### src/rtl/iob_cache_be_arbiter_pkg.sv
// ============================================================================
// Module   : iob_cache_be_arbiter_pkg
// Brief    : Shared types for the cache back-end round-robin arbiter.
// Revision : 1.0 - initial release
// ============================================================================
`default_nettype none

package iob_cache_be_arbiter_pkg;

  typedef enum logic [0:0] {
    IOB_CACHE_ARB_IDLE = 1'b0,
    IOB_CACHE_ARB_BUSY = 1'b1
  } arb_state_t;

endpackage

`default_nettype wire

### src/rtl/iob_cache_be_arbiter_rr_prio.sv
// ============================================================================
// Module   : iob_cache_be_arbiter_rr_prio
// Brief    : Combinational round-robin priority encoder (rotate + find-first).
// Revision : 1.0 - initial release
// ============================================================================
`default_nettype none

module iob_cache_be_arbiter_rr_prio #(
  parameter int N = 2,
  parameter int W = $clog2(N)
) (
  input  logic [N-1:0] req,
  input  logic [W-1:0] ptr,
  output logic [W-1:0] idx,
  output logic         any
);

  localparam logic [W:0] c_n = (W+1)'(N);

  logic [N-1:0] w_rot;
  logic [W-1:0] w_off;
  logic [W:0]   w_sum;

  // Rotating the doubled vector puts the requester at ptr in bit 0.
  assign w_rot = N'({req, req} >> ptr);

  always_comb begin
    w_off = '0;
    for (int i = N - 1; i >= 0; i--) begin
      if (w_rot[i]) w_off = W'(i);
    end
  end

  assign w_sum = {1'b0, ptr} + {1'b0, w_off};
  assign idx   = (w_sum >= c_n) ? W'(w_sum - c_n) : w_sum[W-1:0];
  assign any   = |req;

endmodule

`default_nettype wire

### src/rtl/iob_cache_be_arbiter.sv
// ============================================================================
// Module   : iob_cache_be_arbiter
// Brief    : Round-robin arbiter sharing one IOb back-end port among N caches.
// Revision : 1.0 - initial release
// ============================================================================
`default_nettype none

module iob_cache_be_arbiter
  import iob_cache_be_arbiter_pkg::*;
#(
  parameter int N_MASTERS = 2,
  parameter int ADDR_W    = 32,
  parameter int DATA_W    = 32
) (
  input  logic                            clk,
  input  logic                            rst,
  input  logic [N_MASTERS-1:0]            m_req,
  input  logic [N_MASTERS*ADDR_W-1:0]     m_addr,
  input  logic [N_MASTERS*DATA_W-1:0]     m_wdata,
  input  logic [N_MASTERS*DATA_W/8-1:0]   m_wstrb,
  output logic [DATA_W-1:0]               m_rdata,
  output logic [N_MASTERS-1:0]            m_ack,
  output logic                            s_req,
  output logic [ADDR_W-1:0]               s_addr,
  output logic [DATA_W-1:0]               s_wdata,
  output logic [DATA_W/8-1:0]             s_wstrb,
  input  logic [DATA_W-1:0]               s_rdata,
  input  logic                            s_ack,
  output logic [$clog2(N_MASTERS)-1:0]    grant,
  output logic                            busy
);

  localparam int c_gnt_w  = $clog2(N_MASTERS);
  localparam int c_strb_w = DATA_W / 8;
  localparam logic [c_gnt_w-1:0] c_last = c_gnt_w'(N_MASTERS - 1);

  arb_state_t           r_state;
  logic [c_gnt_w-1:0]   r_ptr;
  logic [c_gnt_w-1:0]   r_grant;
  logic [ADDR_W-1:0]    r_addr;
  logic [DATA_W-1:0]    r_wdata;
  logic [c_strb_w-1:0]  r_wstrb;

  logic [c_gnt_w-1:0]   w_idx;
  logic                 w_any;

  iob_cache_be_arbiter_rr_prio #(
    .N (N_MASTERS),
    .W (c_gnt_w)
  ) u_rr_prio (
    .req (m_req),
    .ptr (r_ptr),
    .idx (w_idx),
    .any (w_any)
  );

  always_ff @(posedge clk or negedge rst) begin
    if (!rst) begin
      r_state <= IOB_CACHE_ARB_IDLE;
      r_ptr   <= '0;
      r_grant <= '0;
      r_addr  <= '0;
      r_wdata <= '0;
      r_wstrb <= '0;
    end else begin
      case (r_state)
        IOB_CACHE_ARB_IDLE: begin
          if (w_any) begin
            r_state <= IOB_CACHE_ARB_BUSY;
            r_grant <= w_idx;
            r_addr  <= m_addr [w_idx*ADDR_W   +: ADDR_W];
            r_wdata <= m_wdata[w_idx*DATA_W   +: DATA_W];
            r_wstrb <= m_wstrb[w_idx*c_strb_w +: c_strb_w];
          end
        end
        IOB_CACHE_ARB_BUSY: begin
          // Requester inputs are ignored here; only the slave ack matters.
          if (s_ack) begin
            r_state <= IOB_CACHE_ARB_IDLE;
            r_ptr   <= (r_grant == c_last) ? '0 : r_grant + 1'b1;
          end
        end
        default: r_state <= IOB_CACHE_ARB_IDLE;
      endcase
    end
  end

  always_comb begin
    m_ack = '0;
    if ((r_state == IOB_CACHE_ARB_BUSY) && s_ack) m_ack[r_grant] = 1'b1;
  end

  assign s_req   = (r_state == IOB_CACHE_ARB_BUSY);
  assign busy    = s_req;
  assign grant   = r_grant;
  assign s_addr  = r_addr;
  assign s_wdata = r_wdata;
  assign s_wstrb = r_wstrb;
  assign m_rdata = s_rdata;

endmodule

`default_nettype wire

### config.mk
export PLATFORM = sky130hd
export DESIGN_NAME = iob_cache_be_arbiter
export DESIGN_NICKNAME = d
export VERILOG_FILES = /design/src/rtl/iob_cache_be_arbiter_pkg.sv /design/src/rtl/iob_cache_be_arbiter_rr_prio.sv /design/src/rtl/iob_cache_be_arbiter.sv
export SDC_FILE = /design/constraint.sdc
export NUM_CORES = 1
export LEC_CHECK = 0
export ABC_AREA = 1
export ABC_CLOCK_PERIOD_IN_PS = 2700
export BUFFER_PORTS_ARGS = -buffer_cell sky130_fd_sc_hd__buf_2
export CELL_PAD_IN_SITES_DETAIL_PLACEMENT = 1
export CELL_PAD_IN_SITES_GLOBAL_PLACEMENT = 2
export CORE_MARGIN = 1.5
export CORE_UTILIZATION = 21
export CTS_CLUSTER_SIZE = 12
export DETAILED_ROUTE_END_ITERATION = 10
export MAX_ROUTING_LAYER = met4
export PLACE_DENSITY_LB_ADDON = 0.3
export SYNTH_ARGS = -nofsm -noshare
export SYNTH_HDL_FRONTEND = slang
export SYNTH_HIERARCHICAL = 1
export SYNTH_SLANG_ARGS = --single-unit
### constraint.sdc
create_clock -name clk -period 2.7 [get_ports clk]
set_clock_uncertainty 0.15 [all_clocks]
set_input_delay 0.54 -clock clk [delete_from_list [all_inputs] [get_ports clk]]
set_output_delay 0.54 -clock clk [all_outputs]
set_load 0.05 [all_outputs]
---- After elaboration in Yosys (flattened, before gate mapping) ----
Cells that the tools add are included.
word-level totals
  bits in registers ....................... 71
  input bits .............................. 173
operators by class
  add/sub/neg operators ................... 3
  magnitude comparators ................... 3
  shifts and indexed selects .............. 4
  muxes and demuxes ....................... 10
  bitwise operators ....................... 1
  reduce and logical (&&, ||, !) cells .... 5
operators by type and width
  operator                                                    count
  variable part select 64 x 7 -> 32 bit                       2
  variable part select 8 x 4 -> 4 bit                         1
  2-to-1 mux 1 bit                                            7
  AND reduction 2 bit                                         2
  >> shifter 4 x 1 -> 2 bit                                   1
  adder 1 x 1 -> 2 bit                                        1
  greater-or-equal comparator 2 bit, second input constant    1
  logical AND 1 bit                                           2
  less-than comparator 1 x 2 -> 1 bit, second input constant  1
  2-to-1 mux 2 bit                                            1
  one-hot mux 1 bit (2 select lines)                          1
  OR reduction 2 bit                                          1
  adder 1 bit, second input constant                          1
  demux 1 bit (select 1 bit)                                  1
  greater-or-equal comparator 1 bit, second input constant    1
  inverter 1 bit                                              1
  subtractor 1 bit, second input constant                     1

---- Longest topological paths before layout ----
  depth after elaboration ................. 7
  depth in mapped cells ................... 10
  depth with buffers taken out ............ 7

---- Cells and area by module ----
The synthesis kept the hierarchy.
by module, submodules not included
  module                        times used  cells each  area an instance (µm²)
  iob_cache_be_arbiter          1           554         3798.6
  iob_cache_be_arbiter_rr_prio  1           4           18.8

---- Worst setup path before layout ----
No wires, ideal clock.
  kind .................................... reg2out
  from .................................... register r_state, in the netlist busy
  to ...................................... output port m_ack[0]
  data arrival time ....................... 1.499 ns
  data required time ...................... 2.010 ns
  path slack .............................. 0.511 ns
  stages on the path, launching flop included .. 3
  buffers on the path ..................... 0
  cells stage by stage .................... dfrtp_1 > nand2_1 > nor2_1
on the way
  cells in the longest elaborated chain, start to end .. 2
RTL lines
  element                 RTL line                    source
  start, declared         iob_cache_be_arbiter.sv:37  arb_state_t r_state;
  start signal, assigned  iob_cache_be_arbiter.sv:59  r_state <= IOB_CACHE_ARB_IDLE;
  start signal, assigned  iob_cache_be_arbiter.sv:69  r_state <= IOB_CACHE_ARB_BUSY;
  start signal, assigned  iob_cache_be_arbiter.sv:79  r_state <= IOB_CACHE_ARB_IDLE;
  logical AND 1 bit       iob_cache_be_arbiter.sv:90  if ((r_state == IOB_CACHE_ARB_BUSY) && s_ack) m_ack[r_grant] = 1'b1;
  2-to-1 mux 2 bit        iob_cache_be_arbiter.sv:90
  end, declared           iob_cache_be_arbiter.sv:22  output logic [N_MASTERS-1:0] m_ack,
Every way passes these cells.

---- Worst setup path in the final report ----
  from .................................... register r_state, in the netlist busy
  to ...................................... output port m_ack[1]
The elaborated chain is that of the path after synthesis.

==> run summary <==
The largest total area in the synthesized netlist belongs to sky130_fd_sc_hd__dfrtp_1. The tools report the part of the power in registers as 0.280. The run gives 0.133 as the total track usage. The longest clock path from root to sink contains 2 buffers. The tree is rooted in a sky130_fd_sc_hd__clkbuf_16.

The logs give 320 ps for the clock latency of the later-clocked register in the worst-skew pair and 0 for the final hold violation count. The logs give 0 for the number of remaining DRC errors and 12,400 um for the routed wire length. The slew at the pin closest to its max-slew limit was 957 ps.

The clock network power share came out at 0.166. The congestion estimate from routability-driven global placement came to 0.739. The fraction of the mapped netlist area in simple logic gates is 0.413, and the mux cell area share after synthesis is 0.

The final routed wire length divided by cell count came out at 12.9 um. In this run, placement finished with an instance count of 942. Across the run, the number of max-cap violations was 0. The wire-length estimate of the detail-placed layout is 8760 um.

The smallest clock period supported by the final layout is computed as 1890 ps. The tools report the standby leakage power as 3.14 nW. By startpoint and endpoint, the worst setup path is classified as flip-flop to primary output.

The quantity of I/O buffers inserted on ports is 213. After synthesis, the largest family of logic cells by area is simple AND/OR/NAND/NOR gates. Area added between synthesis and finish: 32.8%.

Yosys printed 6 warnings. Number of pins with negative max-slew slack in the final report: 0. The tools report the kind of end point of the critical path as a primary output.

The count of vias placed by the detailed router is 3,878. After layout, the design draws a total of 6.50 mW. The run gives 0.465 as the sequential fraction of the synthesis area. The logs give 2 for the number of antenna violations at the first check in global routing and 3 for the depth of the CTS H-tree. On the worst path, the slowest cell contributes a delay of 390 ps. Internal power comes to 2.99 mW. The number of hold buffers added after CTS was 0.

The violation count after the first detailed-route iteration was 86. The full die area came out at 19,000 um^2. The logs give 0.529 GHz for the maximum clock frequency and 15 for the number of distinct library cells after synthesis. For this design, the sink count on the clock tree is 71.

The share of the synthesized area in compound gates (AO/OA/AOI/OAI) works out to 0.00524. Entering global routing, the biggest net connects 72 pins. The final worst-path cycle share is 0.700. Clock-pin slew was measured on the worst setup and hold paths at 60 ps. The number of nets handed over by synthesis was 731. The layout cell share with drive strength beyond 1 is 0.322, and the total of flip-flops plus latches after synthesis is 71. After clock tree synthesis, the repair step resized 0 gates. Mean post-synth cell area: 6.84 um^2. Setup repair after global routing left no endpoint under its margin.

The slowest stage of the critical path is the sky130_fd_sc_hd__dfrtp_1 cell. For the standard-cell row count, the log shows 49. After the last flow step, the layout net total stands at 897. The XOR/XNOR share of the synthesized area works out to 0. The worst hold path belongs to the class primary input to async pin. The effective utilization at floorplan was 0.213. The adder and majority gate portion of the synthesized area works out to 0. The average vias per placed instance was 4.05; the net switching power of the design was 3.52 mW. Top cell family by delay on the critical path: flip-flops. The floorplan die width was 138 um.

The top cell type's share of synthesized area was 0.465; the ratio of total power to cell area was 1280 nW/um^2. The run gives 0.215 as the met2 track demand over resource in global routing. By area the synthesized netlist is led by sky130_fd_sc_hd__dfrtp_1 47%, sky130_fd_sc_hd__nand2_1 41%, sky130_fd_sc_hd__buf_4 7.3%. The switching part of the total power is 0.541, and the CTS buffer count is 9.

The final design utilization was 0.283. The critical path goes through nand2_1, nor2_1, buf_2. The run gives 1200 ps as the data arrival at the endpoint of the critical path. The tools report the number of cells in the finished layout apart from fillers as 958. The cell count after synthesis came out at 558. TritonCTS built the clock tree.

The worst path required time came out at 2010 ps. Setup violations remaining at the end of the flow were counted as 0. The logs give 0 ps for the total negative slack for setup checks and 19,300 um for the first-pass GRT wire length. For the remaining max-slew budget at the tightest pin, the log shows 0.362.

In this run the worst path has a maximum fanout of 4. For the via count of the first global-routing pass, the log shows 4,046. In this run the vertical extent of the chip is 138 um. The met1 track utilization from global routing was 0.157. IR analysis of the VDD net gives a maximum drop of 0.000476 V. In this run the count of I/O pins placed on the die edge is 278. The number of setup buffers added after CTS is 0, and the cell area after synthesis is 3820 um^2. The number of buffer and inverter instances along the worst setup path works out to 1.

The most utilized layer in the global route result was met2. The run gives 0 as the global route total overflow. The global routing met3 resource utilization came out at 0.0361.

The run gives 0 as the final antenna-violating net count. The flow ran to the end, and the final reports show no timing, DRC or antenna violations. For the combinational share of power, the log shows 0.554.

The first detailed-routing pass ran for 4 iterations. The core region is 17,900 um^2. Type of element launching the critical path: a flip-flop.
-- path summary, 6_finish.rpt --
kind | end | from | cells past startpoint | slack, ps
setup / recovery | m_ack[1] | busy | 3 | 810
hold / removal | s_wdata[17] | rst | 1 | 220
setup reg to reg | s_addr[28] | r_ptr | 7 | 840
hold reg to reg | s_wdata[29] | s_wdata[29] | 2 | 320
max in group asynchronous | s_addr[19] | rst | 1 | 1570
min in group clk | busy | s_ack | 2 | 290
-- layout by cell type (no fill, tap or decap) --
cell type and n:
sky130_fd_sc_hd__nand2_1 412, sky130_fd_sc_hd__buf_2 212, sky130_fd_sc_hd__dfrtp_1 71, sky130_fd_sc_hd__clkbuf_16 9
sky130_fd_sc_hd__buf_4 4, sky130_fd_sc_hd__nor2_1 3, sky130_fd_sc_hd__diode_2 2, sky130_fd_sc_hd__inv_2 2
sky130_fd_sc_hd__o21ai_0 2, sky130_fd_sc_hd__clkbuf_8 2, sky130_fd_sc_hd__clkbuf_1 2, sky130_fd_sc_hd__inv_1 1
sky130_fd_sc_hd__nand2_4 1, sky130_fd_sc_hd__inv_4 1, sky130_fd_sc_hd__o21ai_1 1, sky130_fd_sc_hd__clkinv_2 1
sky130_fd_sc_hd__buf_12 1, sky130_fd_sc_hd__or2_1 1, sky130_fd_sc_hd__a21oi_4 1
-- routing by layer --
metal | up-vias | share of wire
met5 | - | 0
met1 | 1757 | 0.44
met4 | 0 | 0.021
met2 | 138 | 0.46
li1 | 1952 | -
met3 | 31 | 0.081
-- cell type report --
type                    count  area [um^2]
fillers                  2317        12800
flip-flops and latches     71         1780
multi-input cells         421         1610
repair buffers            217         1110
well taps                 229          287
clock buffers              13          260
inverters                   4         17.5
clock inverters             1         5.00
diodes                      2         5.00
-- power by group through the flow --
| stage | registers [mW] | logic (mW) | clock network, mW |
|---|---|---|---|
| CTS | 1.83 | 3.68 | 1.14 |
| detailed placement | 1.83 | 3.68 | 0 |
| global placement | 1.81 | 3.65 | 0 |
| finish | 1.82 | 3.60 | 1.08 |
| global route | 1.89 | 3.92 | 1.17 |
| floorplan | 3.52 | 1.16 | 0 |
-- synthesized netlist by cell type --
| cell type | number |
|---|---|
| sky130_fd_sc_hd__inv_2 | 2 |
| sky130_fd_sc_hd__or2_1 | 1 |
| sky130_fd_sc_hd__buf_4 | 37 |
| sky130_fd_sc_hd__inv_4 | 1 |
| sky130_fd_sc_hd__buf_2 | 15 |
| sky130_fd_sc_hd__clkbuf_1 | 5 |
| sky130_fd_sc_hd__buf_6 | 5 |
| sky130_fd_sc_hd__o21ai_1 | 1 |
| sky130_fd_sc_hd__dfrtp_1 | 71 |
| sky130_fd_sc_hd__nor2_1 | 3 |
| sky130_fd_sc_hd__nand2_4 | 1 |
| sky130_fd_sc_hd__o21ai_0 | 2 |
| sky130_fd_sc_hd__a21oi_1 | 1 |
| sky130_fd_sc_hd__inv_1 | 1 |
| sky130_fd_sc_hd__nand2_1 | 412 |
-- cells by family (layout without fill, tap and decap cells) --
| group | after synthesis | count (layout) |
|---|---|---|
| simple gates | 417 | 417 |
| flops | 71 | 71 |
| buf+inv | 66 | 235 |
| compound gates | 4 | 4 |
| other cells | 0 | 2 |
-- metrics by stage --
stage | hold slack [ps] | instance area (um^2) | worst slack, ps
after floorplan | 94.4 | 3820 | 511
after CTS | 265 | 5060 | 776
final | 219 | 5070 | 809
after global placement | 308 | 4800 | 648
after global routing | 277 | 5070 | 625
after detailed placement | 312 | 4800 | 582
-- sequential cells by signal (all words and copies together) (netlist names) --
name and flops:
busy 1, grant 1, r_ptr 1, s_addr 32, s_wdata 32, s_wstrb 4
-- worst register-to-register path, cell delays in order, from the launching register on --
cell and delay (ps):
sky130_fd_sc_hd__dfrtp_1 390, sky130_fd_sc_hd__nand2_1 110, sky130_fd_sc_hd__a21oi_4 160, sky130_fd_sc_hd__buf_4 590, sky130_fd_sc_hd__nand2_1 150, sky130_fd_sc_hd__nand2_1 110, sky130_fd_sc_hd__nand2_1 50, sky130_fd_sc_hd__nand2_1 90
Note: power is estimated with default switching activity, not from simulation.
